File: src/rtl/mips_multicycle_ctrl.sv
// Multicycle MIPS control FSM: fetch/decode/execute/memory/writeback sequencing with
// memory wait-state timeout, halt/resume, sticky error flags and a retired-instruction count.
module mips_multicycle_ctrl #(
    parameter int ALUOP_W = 6,
    parameter int TIMEOUT = 16,
    parameter int CNT_W   = 32
) (
    input  logic               clk,
    input  logic               rst,
    input  logic [31:0]        instr,
    input  logic               mem_ready,
    input  logic               resume,
    output logic               PCWriteCond,
    output logic               PCWrite,
    output logic               IorD,
    output logic               MemRead,
    output logic               MemWrite,
    output logic               MemToReg,
    output logic               IRWrite,
    output logic               isSigned,
    output logic               ALUSrcA,
    output logic               RegWrite,
    output logic               RegDst,
    output logic               JumpAndLink,
    output logic [1:0]         PCSource,
    output logic [1:0]         ALUSrcB,
    output logic [ALUOP_W-1:0] ALUOp,
    output logic               halted,
    output logic               illegal,
    output logic               bus_err,
    output logic [CNT_W-1:0]   instret,
    output logic [3:0]         state_dbg
);

    typedef enum logic [3:0] {
        S_IDLE     = 4'd0,
        S_FETCH    = 4'd1,
        S_DECODE   = 4'd2,
        S_R_EXEC   = 4'd3,
        S_R_WB     = 4'd4,
        S_JR       = 4'd5,
        S_I_EXEC   = 4'd6,
        S_I_WB     = 4'd7,
        S_MEM_ADDR = 4'd8,
        S_MEM_RD   = 4'd9,
        S_MEM_WB   = 4'd10,
        S_MEM_WR   = 4'd11,
        S_BRANCH   = 4'd12,
        S_JUMP     = 4'd13,
        S_HALT     = 4'd14
    } state_t;

    localparam int         OPX    = (ALUOP_W > 6) ? ALUOP_W : 6;
    localparam int         WC_W   = (TIMEOUT > 2) ? $clog2(TIMEOUT) : 1;
    localparam logic [5:0] OP_ADD = 6'b001001;

    state_t             state, next_state;
    logic [WC_W-1:0]    wait_cnt;
    logic [5:0]         opcode, funct;
    logic [OPX-1:0]     op_ext, add_ext;
    logic [ALUOP_W-1:0] op_alu, add_alu;
    logic               in_wait, timeout, retire, set_illegal;
    logic               unused_bits;

    assign opcode      = instr[31:26];
    assign funct       = instr[5:0];
    assign unused_bits = ^instr[25:6];

    // Opcode and ADD are zero-extended or truncated to the configured ALUOp width.
    assign op_ext  = OPX'(opcode);
    assign add_ext = OPX'(OP_ADD);
    assign op_alu  = op_ext[ALUOP_W-1:0];
    assign add_alu = add_ext[ALUOP_W-1:0];

    assign in_wait = (state == S_FETCH) || (state == S_MEM_RD) || (state == S_MEM_WR);
    // mem_ready in the final allowed cycle wins over the timeout.
    assign timeout = (TIMEOUT != 0) && in_wait && !mem_ready &&
                     (wait_cnt == WC_W'(TIMEOUT - 1));

    assign state_dbg = state;

    always_ff @(posedge clk or negedge rst) begin
        if (!rst) begin
            state    <= S_IDLE;
            wait_cnt <= '0;
            illegal  <= 1'b0;
            bus_err  <= 1'b0;
            instret  <= '0;
        end else begin
            state <= next_state;
            if ((TIMEOUT != 0) && in_wait && !mem_ready && !timeout)
                wait_cnt <= wait_cnt + WC_W'(1);
            else
                wait_cnt <= '0;
            if (set_illegal) illegal <= 1'b1;
            if (timeout)     bus_err <= 1'b1;
            if (retire)      instret <= instret + CNT_W'(1);
        end
    end

    always_comb begin
        next_state  = state;
        PCWriteCond = 1'b0;
        PCWrite     = 1'b0;
        IorD        = 1'b0;
        MemRead     = 1'b0;
        MemWrite    = 1'b0;
        MemToReg    = 1'b0;
        IRWrite     = 1'b0;
        isSigned    = 1'b0;
        ALUSrcA     = 1'b0;
        RegWrite    = 1'b0;
        RegDst      = 1'b0;
        JumpAndLink = 1'b0;
        PCSource    = 2'b00;
        ALUSrcB     = 2'b00;
        ALUOp       = '0;
        halted      = 1'b0;
        retire      = 1'b0;
        set_illegal = 1'b0;
        case (state)
            S_IDLE: next_state = S_FETCH;
            S_FETCH: begin
                MemRead = 1'b1;
                ALUSrcB = 2'b01;
                ALUOp   = add_alu;
                IRWrite = mem_ready;
                PCWrite = mem_ready;
                if (mem_ready)    next_state = S_DECODE;
                else if (timeout) next_state = S_HALT;
            end
            S_DECODE: begin
                ALUSrcB = 2'b11;
                ALUOp   = add_alu;
                case (opcode)
                    6'b000000:                        next_state = S_R_EXEC;
                    6'b000010, 6'b000011:             next_state = S_JUMP;
                    6'b000100, 6'b000101:             next_state = S_BRANCH;
                    6'b001001, 6'b001010, 6'b001100,
                    6'b001101, 6'b001110, 6'b010000:  next_state = S_I_EXEC;
                    6'b100011, 6'b101011:             next_state = S_MEM_ADDR;
                    6'b111111: begin
                        next_state = S_HALT;
                        retire     = 1'b1;
                    end
                    default: begin
                        next_state  = S_HALT;
                        set_illegal = 1'b1;
                    end
                endcase
            end
            S_R_EXEC: begin
                ALUSrcA    = 1'b1;
                ALUOp      = op_alu;
                next_state = (funct == 6'b001000) ? S_JR : S_R_WB;
            end
            S_R_WB: begin
                RegDst     = 1'b1;
                RegWrite   = 1'b1;
                retire     = 1'b1;
                next_state = S_FETCH;
            end
            S_JR: begin
                PCWrite    = 1'b1;
                PCSource   = 2'b11;
                retire     = 1'b1;
                next_state = S_FETCH;
            end
            S_I_EXEC, S_I_WB: begin
                // Writeback keeps the ALU inputs steady so the result stays valid.
                ALUSrcA  = 1'b1;
                ALUSrcB  = 2'b10;
                ALUOp    = op_alu;
                isSigned = (opcode == 6'b001001) || (opcode == 6'b001010);
                if (state == S_I_EXEC) begin
                    next_state = S_I_WB;
                end else begin
                    RegWrite   = 1'b1;
                    retire     = 1'b1;
                    next_state = S_FETCH;
                end
            end
            S_MEM_ADDR: begin
                ALUSrcA    = 1'b1;
                ALUSrcB    = 2'b10;
                ALUOp      = add_alu;
                isSigned   = 1'b1;
                next_state = (opcode == 6'b100011) ? S_MEM_RD : S_MEM_WR;
            end
            S_MEM_RD: begin
                IorD    = 1'b1;
                MemRead = 1'b1;
                if (mem_ready)    next_state = S_MEM_WB;
                else if (timeout) next_state = S_HALT;
            end
            S_MEM_WB: begin
                MemToReg   = 1'b1;
                RegWrite   = 1'b1;
                retire     = 1'b1;
                next_state = S_FETCH;
            end
            S_MEM_WR: begin
                IorD     = 1'b1;
                MemWrite = 1'b1;
                if (mem_ready) begin
                    retire     = 1'b1;
                    next_state = S_FETCH;
                end else if (timeout) begin
                    next_state = S_HALT;
                end
            end
            S_BRANCH: begin
                ALUSrcA     = 1'b1;
                ALUOp       = op_alu;
                PCWriteCond = 1'b1;
                PCSource    = 2'b01;
                retire      = 1'b1;
                next_state  = S_FETCH;
            end
            S_JUMP: begin
                PCWrite     = 1'b1;
                PCSource    = 2'b10;
                JumpAndLink = (opcode == 6'b000011);
                RegWrite    = (opcode == 6'b000011);
                retire      = 1'b1;
                next_state  = S_FETCH;
            end
            S_HALT: begin
                halted = 1'b1;
                // Errors are fatal until reset; only a clean halt may resume.
                if (resume && !illegal && !bus_err) next_state = S_FETCH;
            end
            default: next_state = S_IDLE;
        endcase
    end

endmodule

File: config.mk
export PLATFORM = sky130hd
export DESIGN_NAME = mips_multicycle_ctrl
export DESIGN_NICKNAME = d
export VERILOG_FILES = /design/src/rtl/mips_multicycle_ctrl.sv
export SDC_FILE = /design/constraint.sdc
export NUM_CORES = 1
export LEC_CHECK = 0
export ABC_AREA = 1
export CORE_AREA = 10 10 84 104
export CTS_CLUSTER_SIZE = 12
export DETAILED_ROUTE_END_ITERATION = 10
export DIE_AREA = 0 0 94 114
export PLACE_DENSITY_LB_ADDON = 0.1
export REMOVE_ABC_BUFFERS = 1
export SLEW_MARGIN = 20
export SYNTH_ARGS = -nofsm -noshare
export SYNTH_HDL_FRONTEND = slang
export SYNTH_SLANG_ARGS = --single-unit
File: constraint.sdc
create_clock -name clk -period 2.03 [get_ports clk]
set_input_delay 0.609 -clock clk [delete_from_list [all_inputs] [get_ports clk]]
set_output_delay 0.609 -clock clk [all_outputs]
set_load 0.01 [all_outputs]
# [Yosys cells after proc, flatten, opt, wreduce, memory -nomap -nowiden]
# Index checks and enable logic that the tools add are counted.
[totals] elab_cells=100 register_bits=42 in_bits=36
[classes] eq_ne=30 reduce_logical=30 mux=33 add_sub_neg=2
[ops] operator="$eq 6x4->1 const B" n=6
[ops] operator="$pmux 4 s9" n=1
[ops] operator="$add 32x1->32 const B" n=1
[ops] operator="$eq 4x4->1 const B" n=8
[ops] operator="$mux 4" n=6
[ops] operator="$pmux 4 s5" n=1
[ops] operator="$eq 6x6->1 const B" n=3
[ops] operator="$eq 4x3->1 const B" n=4
[ops] operator="$mux 1" n=16
[ops] operator="$reduce_or 2->1" n=8
[ops] operator="$reduce_or 14->1" n=1
[ops] operator="$eq 6x2->1 const B" n=2
[ops] operator="$eq 6x3->1 const B" n=2
[ops] operator="$pmux 2 s3" n=2
[ops] operator="$pmux 6 s2" n=1
[ops] operator="$reduce_or 6->1" n=2
[ops] operator="$reduce_or 5->1" n=2
[ops] operator="$eq 4x2->1 const B" n=2
[ops] operator="$eq 6x5->1 const B" n=1
[ops] operator="$logic_not 6->1" n=1
[ops] operator="$reduce_or 3->1" n=2
[ops] operator="$logic_and 1x1->1" n=5
[ops] operator="$add 4x1->4 const B" n=1
[ops] operator="$eq 4x1->1 const B" n=1
[ops] operator="10 further kinds" n=16

# [Depth between registers and ports, before layout]
[depth] depth_word=8 ltp_mapped=11 mapped_depth_nobuf=10

# [Worst setup path after synthesis]
# No wires, ideal clock.
[synth_path] kind="input to output" start="input port instr[31]" end="output port RegWrite" required_time_ns=1.421 stages=5 slack_ns=-0.038 t_arrival_ns=1.459 cell_sequence="nor2_1 nand3_1 nor3_1 nor3_1 nand2_1"
[synth_between] elab_chain_len=2
[synth_rtl] item="from (decl)" line="10" source="input logic [31:0] instr,"
[synth_rtl] item="$eq 6x2->1" line="224" source="RegWrite = (opcode == 6'b000011);"
[synth_rtl] item="$pmux 1 s3" line="121" source="case (state)"
[synth_rtl] item="to (decl)" line="22" source="output logic RegWrite,"
# Every way passes these cells.

# [Final worst setup path]
[layout_path] start="register state[0], in the netlist state_dbg[0]" end="output port ALUOp[3]"
[layout_between] elab_chain_len=3 word_cells_on_any_way=10
[layout_rtl] item="from (decl)" line="57" source="state_t state, next_state;"
[layout_rtl] item="from (signal assigned)" line="90" source="state <= next_state;"
[layout_rtl] item="$eq 4x3->1, or another cell as far along" line="121"
[layout_rtl] item="$reduce_or 4->1 (no source line) / $reduce_or 3->1 (equally long branches)"
[layout_rtl] item="$pmux 6 s2 *" line="121"
[layout_rtl] item="to (decl)" line="27" source="output logic [ALUOP_W-1:0] ALUOp,"
# Mark *: on every way between the ends. The rest lies on a longest branch, timed or not.

==> impl_metrics.json <==
{
  "die_h_um": 114,
  "gp_congestion": 0.8973,
  "grt_use_total": 0.1878,
  "period_needed_ns": 2.164,
  "fin_crit_sh": 1.066,
  "maxCapViolCount": 0,
  "grt_max_degree": 32,
  "peakVddDrop_mv": 0.2224,
  "yosysSeqAreaShare": 0.3433,
  "drive_above_1_share": 0.2574,
  "outcome": "complete, but fails checks",
  "yosysUniqueCellTypes": 23,
  "cp-end-kind": "output port",
  "first_global_vias": 3695,
  "crit_fanout": 4,
  "totalWireLength_um": 10420,
  "cpLargestDelayFamily": "flip-flops",
  "via_per_inst": 5.008,
  "nFillCells": 592,
  "finalSetupTns_ns": -1.284,
  "grt_first_pass_wirelength_um": 16490,
  "hp-class": "input port to asynchronous set/reset pin",
  "violations": "negative setup slack",
  "drt_first_pass_iters": 4,
  "worstPathCellList": "buf_6 -> inv_4 -> nor2_4 -> nand2_2 -> nand2_2 -> nor2_1 -> o21ai_1 -> buf_2",
  "cts_made_buffers": 5,
  "vias": 3681,
  "num_rows": 34,
  "cellPowerDensity_nw_per_um2": 313.2,
  "place_ws_ns": -0.8626,
  "avgSynthCellArea_sq_um": 6.123,
  "crit_required_ns": 1.42,
  "final_common_cell": "nand2_1",
  "htree_levels": 2,
  "hpwl_um": 7716,
  "ff2ff_path_depth": 12,
  "core_sq_um": 6807,
  "fp.dieArea_sq_um": 10720,
  "ios": 97,
  "startpoint": "state_dbg[0]$_DFFE_PN0P_",
  "die_width_um": 94,
  "cts_tree": "yes",
  "synthesis.area_sq_um": 3062,
  "fin_util": 0.6897,
  "finalHoldViolCount": 0,
  "critPathKind": "flop to output port",
  "power.leakage_nw": 2.321,
  "synth_top_cell_area_share": 0.3433,
  "cts_root_buf": "clkbuf_8",
  "r2r_slack_ns": 0.12,
  "tightest_slew_ns": 0.4181,
  "crit_arrival_ns": 1.55,
  "relSlewSlack": 0.7213,
  "rsz0062_at_grt": "true",
  "drv_slew": 0,
  "critPathLaunchType": "flop",
  "holdBufCountCts": 0,
  "postLayoutCellArea_sq_um": 4695,
  "holdWs_ns": 0.2301,
  "syn2layout_area_growth_pct": 53.33,
  "max_freq_mhz": 462.2,
  "clk_latency_ns": 0.30,
  "synth_top_area_cell": "dfrtp_1",
  "crit_buf_inv": 3,
  "setup_slack_ns": -0.1336,
  "report.power.total_mw": 1.470,
  "fin_nets": 683,
  "cts.sinks": 42,
  "antenna_found_initial": 0,
  "critPathSlowestCell": "dfrtp_2",
  "seq_area_sq_um": 1057,
  "routedWlPerCell_um": 14.18,
  "skew_ns": 0.004396,
  "ys_top_cells_by_area": "dfrtp_1, nand2_1, nor2_1",
  "setup_viol_count_final": 16,
  "syn_inst": 500,
  "slowest_delay_ns": 0.46,
  "postRouteAntennaNets": 0,
  "crit_top_cell": "nand2_2",
  "clkSlewWorstSetupHoldPaths_ns": 0.08,
  "initialDrtViolationCount": 153,
  "start_util": 0.4498,
  "drc": 0,
  "port_buffers": 76,
  "reg2reg_to": "instret[6]$_DFFE_PN0P_",
  "yosysWarnings": 0,
  "antenna_cells": 0,
  "fin_cells": 735,
  "grt.overflow.total": 0,
  "place_area_sq_um": 4278,
  "rr_startpoint": "state_dbg[3]$_DFFE_PN0P_",
  "ys_ff_latch": 42,
  "layout_common_cells": "nand2_1, nor2_1, buf_4",
  "cts_buffer_depth": 2,
  "multiInputGateArea_sq_um": 1956,
  "placed_cells": 711
}
==> kinds of logic (layout without fill, tap and decap cells) <==
family                     count (synthesis)  count (layout)  synth area share
DFF                                       42              42            0.3433
adders and majority gates                  2               2          0.008172
AOI/OAI and AO/OA                         21              21           0.03514
buffers and inverters                     56             201           0.08091
xor gates and xnor gates                  13              13           0.03719
and+or+nand+nor                          366             366            0.4953
==> cell type report <==
class / instances / share of cell area
clock buffers: 7 / 0.01626
inverters: 50 / 0.04158
multi-input cells: 402 / 0.4166
flip-flops and latches: 42 / 0.2252
well taps: 90 / 0.02399
repair buffers: 144 / 0.2764
==> cell usage after synthesis, drive strengths merged <==
master,instances
a21oi,3
and2,2
and3,1
buf,6
dfrtp,42
ha,2
inv,50
nand2,214
nand3,20
nand3b,15
nand4,10
nor2,101
nor3,3
o21ai,17
o31ai,1
xnor2,1
xor2,12
==> flip-flops by register name (all words and copies together) (netlist names) <==
register   cells
wait_cnt       4
illegal        1
instret       32
bus_err        1
state_dbg      4
==> how the worst max path moves through the flow <==
stage	to	cells past startpoint	slack, ns
final	ALUOp[3]	8	-0.13
after CTS	ALUOp[1]	9	-0.13
after floorplan	RegWrite	5	-0.04
after global placement	RegWrite	8	-0.81
after detailed placement	RegWrite	8	-0.86
after global routing	ALUOp[2]	9	-0.17
==> report_power, final <==
part	internal, mW	switching (mW)
clock network	0.237	0.283
logic	0.0578	0.0566
registers	0.836	0
==> metal layers <==
layer  global-route usage  up-vias  wire length, um  share of wire
met5                    0        -                0              0
met4               0.1005        0              458          0.044
met3              0.04799       40              754          0.072
met2               0.3423      138             5316           0.51
met1               0.1888     1666             3893           0.37
li1                     -     1837                -              -
==> timing repair <==
action / in CTS / in global routing
gates cloned: 0 / 0
endpoints found under the setup margin: 26 / 46
resized for setup: 161 / 62
setup buffers: 10 / 8
pin swaps: 15 / 16
==> worst reg2reg max path, cell delays in order (launching register included) <==
cell	delay [ns]
dfrtp_2	0.47
buf_4	0.18
nand2_4	0.08
buf_4	0.13
nor2_4	0.04
buf_4	0.13
nand2_2	0.07
nand2_1	0.10
nor2_2	0.14
nand2_4	0.09
buf_12	0.17
o21ai_0	0.09
o21ai_0	0.10
Note: power is estimated with default switching activity, not from simulation.
